`src/rtl/key_device_pkg.sv`:
```
// ---------------------------------------------------------------------------
// key_device_pkg
//   Shared IO-address map for the memory-mapped board peripherals (HEX
//   displays, red LEDs, slide switches, push keys) plus the KCTRL register
//   layout and the default key debounce threshold.
//
//   No ports: imported with `import key_device_pkg::*;`.
// ---------------------------------------------------------------------------
package key_device_pkg;

  // Board peripheral byte addresses
  localparam logic [31:0] HEX_ADDR   = 32'hF0000000;
  localparam logic [31:0] LEDR_ADDR  = 32'hF0000020;
  localparam logic [31:0] SW_ADDR    = 32'hF0000040;
  localparam logic [31:0] KDATA_ADDR = 32'hF0000010;
  localparam logic [31:0] KCTRL_ADDR = 32'hF0000110;

  // Push-key block sizing
  localparam int unsigned NUM_KEYS = 4;

  // Consecutive stable cycles needed before a key change is accepted
  localparam logic [15:0] KEY_DEBOUNCE_DEFAULT = 16'd50000;

  // KCTRL bit positions
  localparam int unsigned KCTRL_READY_BIT   = 0;
  localparam int unsigned KCTRL_OVERRUN_BIT = 1;
  localparam int unsigned KCTRL_IE_BIT      = 4;

  // Architectural KCTRL state
  typedef struct packed {
    logic ie;
    logic overrun;
    logic ready;
  } kctrl_t;

  // Pack the KCTRL state into its 32-bit bus view; unused bits read as 0.
  function automatic logic [31:0] kctrl_word(input kctrl_t s);
    logic [31:0] w;
    w                    = '0;
    w[KCTRL_READY_BIT]   = s.ready;
    w[KCTRL_OVERRUN_BIT] = s.overrun;
    w[KCTRL_IE_BIT]      = s.ie;
    return w;
  endfunction

endpackage

```
`src/rtl/key_device_debouncer.sv`:
```
// ---------------------------------------------------------------------------
// key_debouncer
//   Single-bit push-key conditioner: two-flop synchronizer (inverting, so a
//   pressed key reads 1) followed by a saturating stability counter. The
//   debounced output only follows the synchronized input after it has
//   differed from the current debounced value for DEBOUNCE_CYCLES
//   consecutive cycles.
//
//   Ports:
//     clk       in   system clock, rising edge
//     reset     in   synchronous active-high reset
//     key_n_i   in   raw active-low key, asynchronous to clk
//     deb_o     out  debounced key state, 1 = pressed
//     change_o  out  high in the cycle whose closing edge updates deb_o
// ---------------------------------------------------------------------------
module key_debouncer
  import key_device_pkg::*;
#(
  parameter logic [15:0] DEBOUNCE_CYCLES = KEY_DEBOUNCE_DEFAULT
) (
  input  logic clk,
  input  logic reset,
  input  logic key_n_i,
  output logic deb_o,
  output logic change_o
);

  // Counter value at which the pending change is committed. With a
  // threshold of 1 this is 0, so the very first differing cycle commits.
  localparam logic [15:0] LAST_COUNT = DEBOUNCE_CYCLES - 16'd1;

  logic        meta_q;
  logic        sync_q;
  logic        deb_q;
  logic        deb_d;
  logic [15:0] cnt_q;
  logic [15:0] cnt_d;

  always_ff @(posedge clk) begin
    if (reset) begin
      meta_q <= 1'b0;
      sync_q <= 1'b0;
      deb_q  <= 1'b0;
      cnt_q  <= '0;
    end else begin
      meta_q <= ~key_n_i;
      sync_q <= meta_q;
      deb_q  <= deb_d;
      cnt_q  <= cnt_d;
    end
  end

  // Any cycle where the synchronized value agrees with the debounced one
  // discards the partial count, so only an uninterrupted run commits.
  // The counter clears on commit and therefore never wraps.
  always_comb begin
    deb_d = deb_q;
    cnt_d = cnt_q;
    if (sync_q == deb_q) begin
      cnt_d = '0;
    end else if (cnt_q == LAST_COUNT) begin
      deb_d = sync_q;
      cnt_d = '0;
    end else begin
      cnt_d = cnt_q + 16'd1;
    end
  end

  assign deb_o    = deb_q;
  assign change_o = deb_d ^ deb_q;

endmodule

```
`src/rtl/key_device.sv`:
```
// ---------------------------------------------------------------------------
// key_device
//   Memory-mapped four-key input peripheral. Each key is synchronized and
//   debounced; the debounced vector is readable at KDATA. KCTRL reports
//   a ready flag (new key state since last KDATA read), an overrun flag
//   (a further change arrived while ready was still pending) and holds
//   the interrupt enable.
//
//   Ports:
//     clk      in   system clock, rising edge
//     reset    in   synchronous active-high reset, beats any bus access
//     addr     in   [31:0] CPU byte address
//     rd_en    in   read strobe, one cycle per access
//     wr_en    in   write strobe, one cycle per access
//     wdata    in   [31:0] write data
//     key_n    in   [3:0] raw active-low keys
//     rdata    out  [31:0] read data, combinational, 0 when not selected
//     sel      out  address hits KDATA or KCTRL (read-mux steering)
//     irq      out  registered interrupt request (ready & ie)
//
//   Register map:
//     KDATA  {28'b0, debounced[3:0]}            writes ignored
//     KCTRL  {27'b0, ie, 2'b0, overrun, ready}  write: ie <= wdata[4],
//            wdata[1]==0 clears overrun, ready bit of the write ignored
// ---------------------------------------------------------------------------
module key_device
  import key_device_pkg::*;
#(
  parameter logic [31:0] DATA_ADDR       = KDATA_ADDR,
  parameter logic [31:0] CTRL_ADDR       = KCTRL_ADDR,
  parameter logic [15:0] DEBOUNCE_CYCLES = KEY_DEBOUNCE_DEFAULT
) (
  input  logic        clk,
  input  logic        reset,
  input  logic [31:0] addr,
  input  logic        rd_en,
  input  logic        wr_en,
  input  logic [31:0] wdata,
  input  logic [3:0]  key_n,
  output logic [31:0] rdata,
  output logic        sel,
  output logic        irq
);

  logic [NUM_KEYS-1:0] deb;
  logic [NUM_KEYS-1:0] key_chg;

  kctrl_t status_q;
  kctrl_t status_d;
  logic   irq_q;

  logic hit_data;
  logic hit_ctrl;
  logic rd_kdata;
  logic wr_kctrl;
  logic change_evt;

  // Only bits 4 and 1 of a KCTRL write carry meaning.
  logic unused_wdata;
  assign unused_wdata = ^{wdata[31:5], wdata[3:2], wdata[0]};

  for (genvar g = 0; g < NUM_KEYS; g++) begin : g_key
    key_debouncer #(
      .DEBOUNCE_CYCLES (DEBOUNCE_CYCLES)
    ) u_debouncer (
      .clk      (clk),
      .reset    (reset),
      .key_n_i  (key_n[g]),
      .deb_o    (deb[g]),
      .change_o (key_chg[g])
    );
  end

  // Full 32-bit compares: no partial decoding, no aliases.
  assign hit_data = (addr == DATA_ADDR);
  assign hit_ctrl = (addr == CTRL_ADDR);
  assign sel      = hit_data | hit_ctrl;

  assign rd_kdata   = rd_en & hit_data;
  assign wr_kctrl   = wr_en & hit_ctrl;
  // Several keys settling on the same edge count as a single event.
  assign change_evt = |key_chg;

  always_comb begin
    status_d = status_q;

    if (wr_kctrl) begin
      status_d.ie = wdata[KCTRL_IE_BIT];
      if (!wdata[KCTRL_OVERRUN_BIT]) begin
        status_d.overrun = 1'b0;
      end
    end

    // A change event outranks a coincident KDATA read: the CPU read the
    // old value, so ready must stay set. The read does count as consuming
    // the previous event, so no overrun is flagged in that case. An event
    // overrun also outranks a same-cycle software clear of overrun.
    if (change_evt) begin
      status_d.ready = 1'b1;
      if (status_q.ready && !rd_kdata) begin
        status_d.overrun = 1'b1;
      end
    end else if (rd_kdata) begin
      status_d.ready = 1'b0;
    end
  end

  always_ff @(posedge clk) begin
    if (reset) begin
      status_q <= '0;
      irq_q    <= 1'b0;
    end else begin
      status_q <= status_d;
      irq_q    <= status_d.ready & status_d.ie;
    end
  end

  assign irq = irq_q;

  always_comb begin
    rdata = '0;
    if (rd_en) begin
      if (hit_data) begin
        rdata = {{(32-NUM_KEYS){1'b0}}, deb};
      end else if (hit_ctrl) begin
        rdata = kctrl_word(status_q);
      end
    end
  end

endmodule

```
`config.mk`:
```
export PLATFORM = sky130hd
export DESIGN_NAME = key_device
export DESIGN_NICKNAME = d
export VERILOG_FILES = /design/src/rtl/key_device_pkg.sv /design/src/rtl/key_device_debouncer.sv /design/src/rtl/key_device.sv
export SDC_FILE = /design/constraint.sdc
export NUM_CORES = 1
export LEC_CHECK = 0
export CAP_MARGIN = 20
export CORE_ASPECT_RATIO = 0.7
export CORE_MARGIN = 2
export CORE_UTILIZATION = 35
export CTS_CLUSTER_SIZE = 10
export DETAILED_ROUTE_END_ITERATION = 7
export PLACE_DENSITY = 0.6
export SETUP_SLACK_MARGIN = 0.2
export SLEW_MARGIN = 20
export SYNTH_ARGS = -nofsm -noshare
export SYNTH_HDL_FRONTEND = slang
export SYNTH_SLANG_ARGS = --single-unit
```
`constraint.sdc`:
```
create_clock -name clk -period 1.6 [get_ports clk]
set_input_delay 0.4 -clock clk [delete_from_list [all_inputs] [get_ports clk]]
set_output_delay 0.4 -clock clk [all_outputs]
set_load 0.02 [all_outputs]
```
==> results.ini <==
[routing]
wl_mm = 8.682
drc = 0
routedWlPerCell_um = 12.55
drtPass1Iterations = 4
drt_iter0_markers = 100
viasPerCell = 4.646
drt.antenna.violating_nets = 0
num_vias = 3215

[cts]
clkLatencyLatePin_ps = 330
clockBufferDepth = 2
cts_sinks = 80
cts_tree = yes
cts_buffers = 9
clk_pin_slew_ps = 60
htreeDepth = 3
holdBufCountCts = 0
clock-root-buffer = clkbuf_16

[status]
violations = negative setup slack
status = complete, but fails checks

[setup_path]
crit_chain = buf_2 -> nor4b_4 -> nand4_1 -> nor2_4 -> nand2_4 -> nor3b_4 -> buf_6
path_max_fanout = 5
end_kind = primary output
reg2reg_to = status_q[1]$_SDFF_PP0_
r2r_slack_ps = -220
crit_slowest_cell = nor4b_4
worstPathArrival_ps = 1590
worstSetupPathType = in -> out
worst_setup_path_start_kind = input port
startpoint = addr[18]
r2r_start = g_key[2].u_debouncer.cnt_q[15]$_SDFF_PP0_
slowest_delay_ps = 230
reg2reg_depth = 6
crit_required_ps = 1200

[die]
core.rowCount = 31
core_area_mm2 = 0.01032
io_pins = 106
die_area_mm2 = 0.01146
die_h_um = 90.18
die_x_um = 127.1
initial_utilization = 0.3599

[pwr]
p_total_w = 0.004271
vdd_drop_max_v = 0.0005984
leakagePower_nw = 2.165
power_density_mw_per_mm2 = 718.0

[yosys]
synthXorXnorAreaFrac = 0.1344
synth_common_cells = 87 x nor2_1, 80 x dfxtp_1, 29 x buf_4, 29 x xor2_1, 28 x xnor2_1
yosys_most_used_dff = dfxtp_1
yosys.area.top_type = dfxtp_1
yosysSeqAreaShare = 0.4313
synth_area_mm2 = 0.003714
async_flop_share = 0
synth-compound-area-share = 0.02358
yosysTopAreaCellShare = 0.4313
synth.most_common_cell = nor2_1
yosys_warnings = 0
ys_seq_elements = 80
ys_types = 46
synth-edff-count = 0
synth_fa_ha_area_frac = 0.01348
synth_top_family_by_area = simple AND/OR/NAND/NOR gates
synth_mux_area_frac = 0.01887
yosys-top-cells-area = dfxtp_1 43%, nor2_1 8.8%, xor2_1 6.8%, xnor2_1 6.6%, buf_4 5.9%
postSynthCellCount = 416
syn_avg_cell_area_um2 = 8.927
synth_simple_gate_area_frac = 0.2901

[global_route]
track_usage = 0.1502
antenna_found_initial = 0
grt_pass1_wl_mm = 13.90
grt_overflow = 0
grt_max_degree = 14
grt_pass1_vias = 3047

[final_layout]
final_util = 0.5766
nNetsFinal = 631
fillers = 871
diodes = 0
drive_above_1_share = 0.4714
syn_to_final_growth_pct = 60.21

[sta]
fmax_mhz = 502.2
maxSlewViolCount = 0
setup_viol = 59
hold_slack_ps = 428.6
hold_viol_final = 0
fin_ws_ps = -391.2
fin_crit_ps = 1991
fin_skew_ps = 6.622
fin_crit_sh = 1.244
rsz0062_at_grt = yes

[placement]
place.gp.congestion = 0.7819
dpl_worst_slack_ps = -1220
io_buffers = 48
place_hpwl_mm = 5.734

[hold_path]
whs_endpoint = g_key[1].u_debouncer.sync_q$_SDFF_PP0_
worstHoldStart = g_key[1].u_debouncer.meta_q$_SDFF_PP0_
min_path_cells = 1
hold_path.class = reg -> reg

[job]
maxCapViolCount = 0

[repair_timing]
action                                  4_1_cts  5_1_grt
setup buffers                                 5        8
gates resized for setup                     212       95
cloned                                        4        0
pin swaps                                    28       27
endpoints found under the setup margin       78       79
[final cells by class]
| type | count | area [um^2] | area share |
|---|---|---|---|
| clock buffers | 10 | 229.0 | 0.03849 |
| repair buffers | 142 | 1292 | 0.2172 |
| clock inverters | 6 | 60.06 | 0.01009 |
| well taps | 132 | 165.2 | 0.02776 |
| flip-flops and latches | 80 | 1623 | 0.2728 |
| multi-input cells | 312 | 2542 | 0.4273 |
| inverters | 10 | 37.54 | 0.006309 |
[cell families (layout without fill, tap and decap cells)]
family / Yosys count / after routing
other: 1 / 27
flip-flops: 80 / 80
buffers and inverters: 50 / 168
adder cells (fa/ha/maj): 4 / 4
XOR/XNOR: 57 / 57
AO/OA/AOI/OAI: 12 / 12
AND/OR/NAND/NOR: 205 / 205
multiplexers: 7 / 7
[power by group]
part,leakage (nW),internal (W),switching [W],total [W]
clock network,0.138,0.00120,0.000781,0.00198
logic,1.37,0.000130,0.000150,0.000281
registers,0.655,0.00200,0.00000650,0.00201
[through the flow]
step	cell area (um^2)	instances	TNS [ps]
2_1_floorplan	4006	442	-4107
3_3_place_gp	4921	659	-18180
3_5_place_dp	4921	659	-19510
4_1_cts	5519	684	-4732
5_1_grt	5949	692	-9862
6_report	5949	692	-5766
[registers in the layout, indices dropped and copies added (netlist names)]
name	flops
g_key.u_debouncer.cnt_q	64
status_q	3
g_key.u_debouncer.meta_q	4
irq	1
g_key.u_debouncer.deb_o	4
g_key.u_debouncer.sync_q	4
[worst max-delay path, delay by kind of cell]
| kind | cells | cell delay, ps |
|---|---|---|
| buffers and inverters | 2 | 250 |
| and+or+nand+nor | 5 | 930 |
[routing by layer]
layer / GRT usage / vias up / routed length (um)
li1: - / 1635 / -
met1: 0.1896 / 1486 / 3944
met2: 0.2487 / 84 / 4159
met3: 0.05000 / 10 / 492
met4: 0.03571 / 0 / 85
met5: 0 / - / 0
[placed cells by master, fill, tap and decap left out, types with 4 or more instances in the layout]
| cell type | n |
|---|---|
| buf_2 | 9 |
| nor3_2 | 4 |
| mux2i_1 | 5 |
| clkdlybuf4s50_1 | 10 |
| clkdlybuf4s15_1 | 8 |
| buf_6 | 27 |
| nor2b_1 | 5 |
| and3_1 | 7 |
| nor2_2 | 29 |
| buf_12 | 6 |
| nand2_1 | 21 |
| nor2_1 | 31 |
| and4_1 | 4 |
| nor2_4 | 27 |
| nor4b_4 | 4 |
| buf_4 | 77 |
| dfxtp_2 | 17 |
| clkbuf_16 | 9 |
| xor2_1 | 28 |
| nand3_1 | 17 |
| inv_1 | 10 |
| xnor2_1 | 26 |
| nand4_1 | 14 |
| nor4_4 | 5 |
| conb_1 | 27 |
| dfxtp_1 | 63 |
[worst max-delay path by stage]
stage | end | slack (ps) | cells after the start
after floorplan | rdata[2] | -320 | 5
after global placement | rdata[3] | -1200 | 7
after detailed placement | rdata[2] | -1220 | 7
after CTS | rdata[2] | -410 | 7
after global routing | rdata[2] | -480 | 7
final | rdata[2] | -390 | 7
No activity file was read; power rests on OpenSTA's default activity.
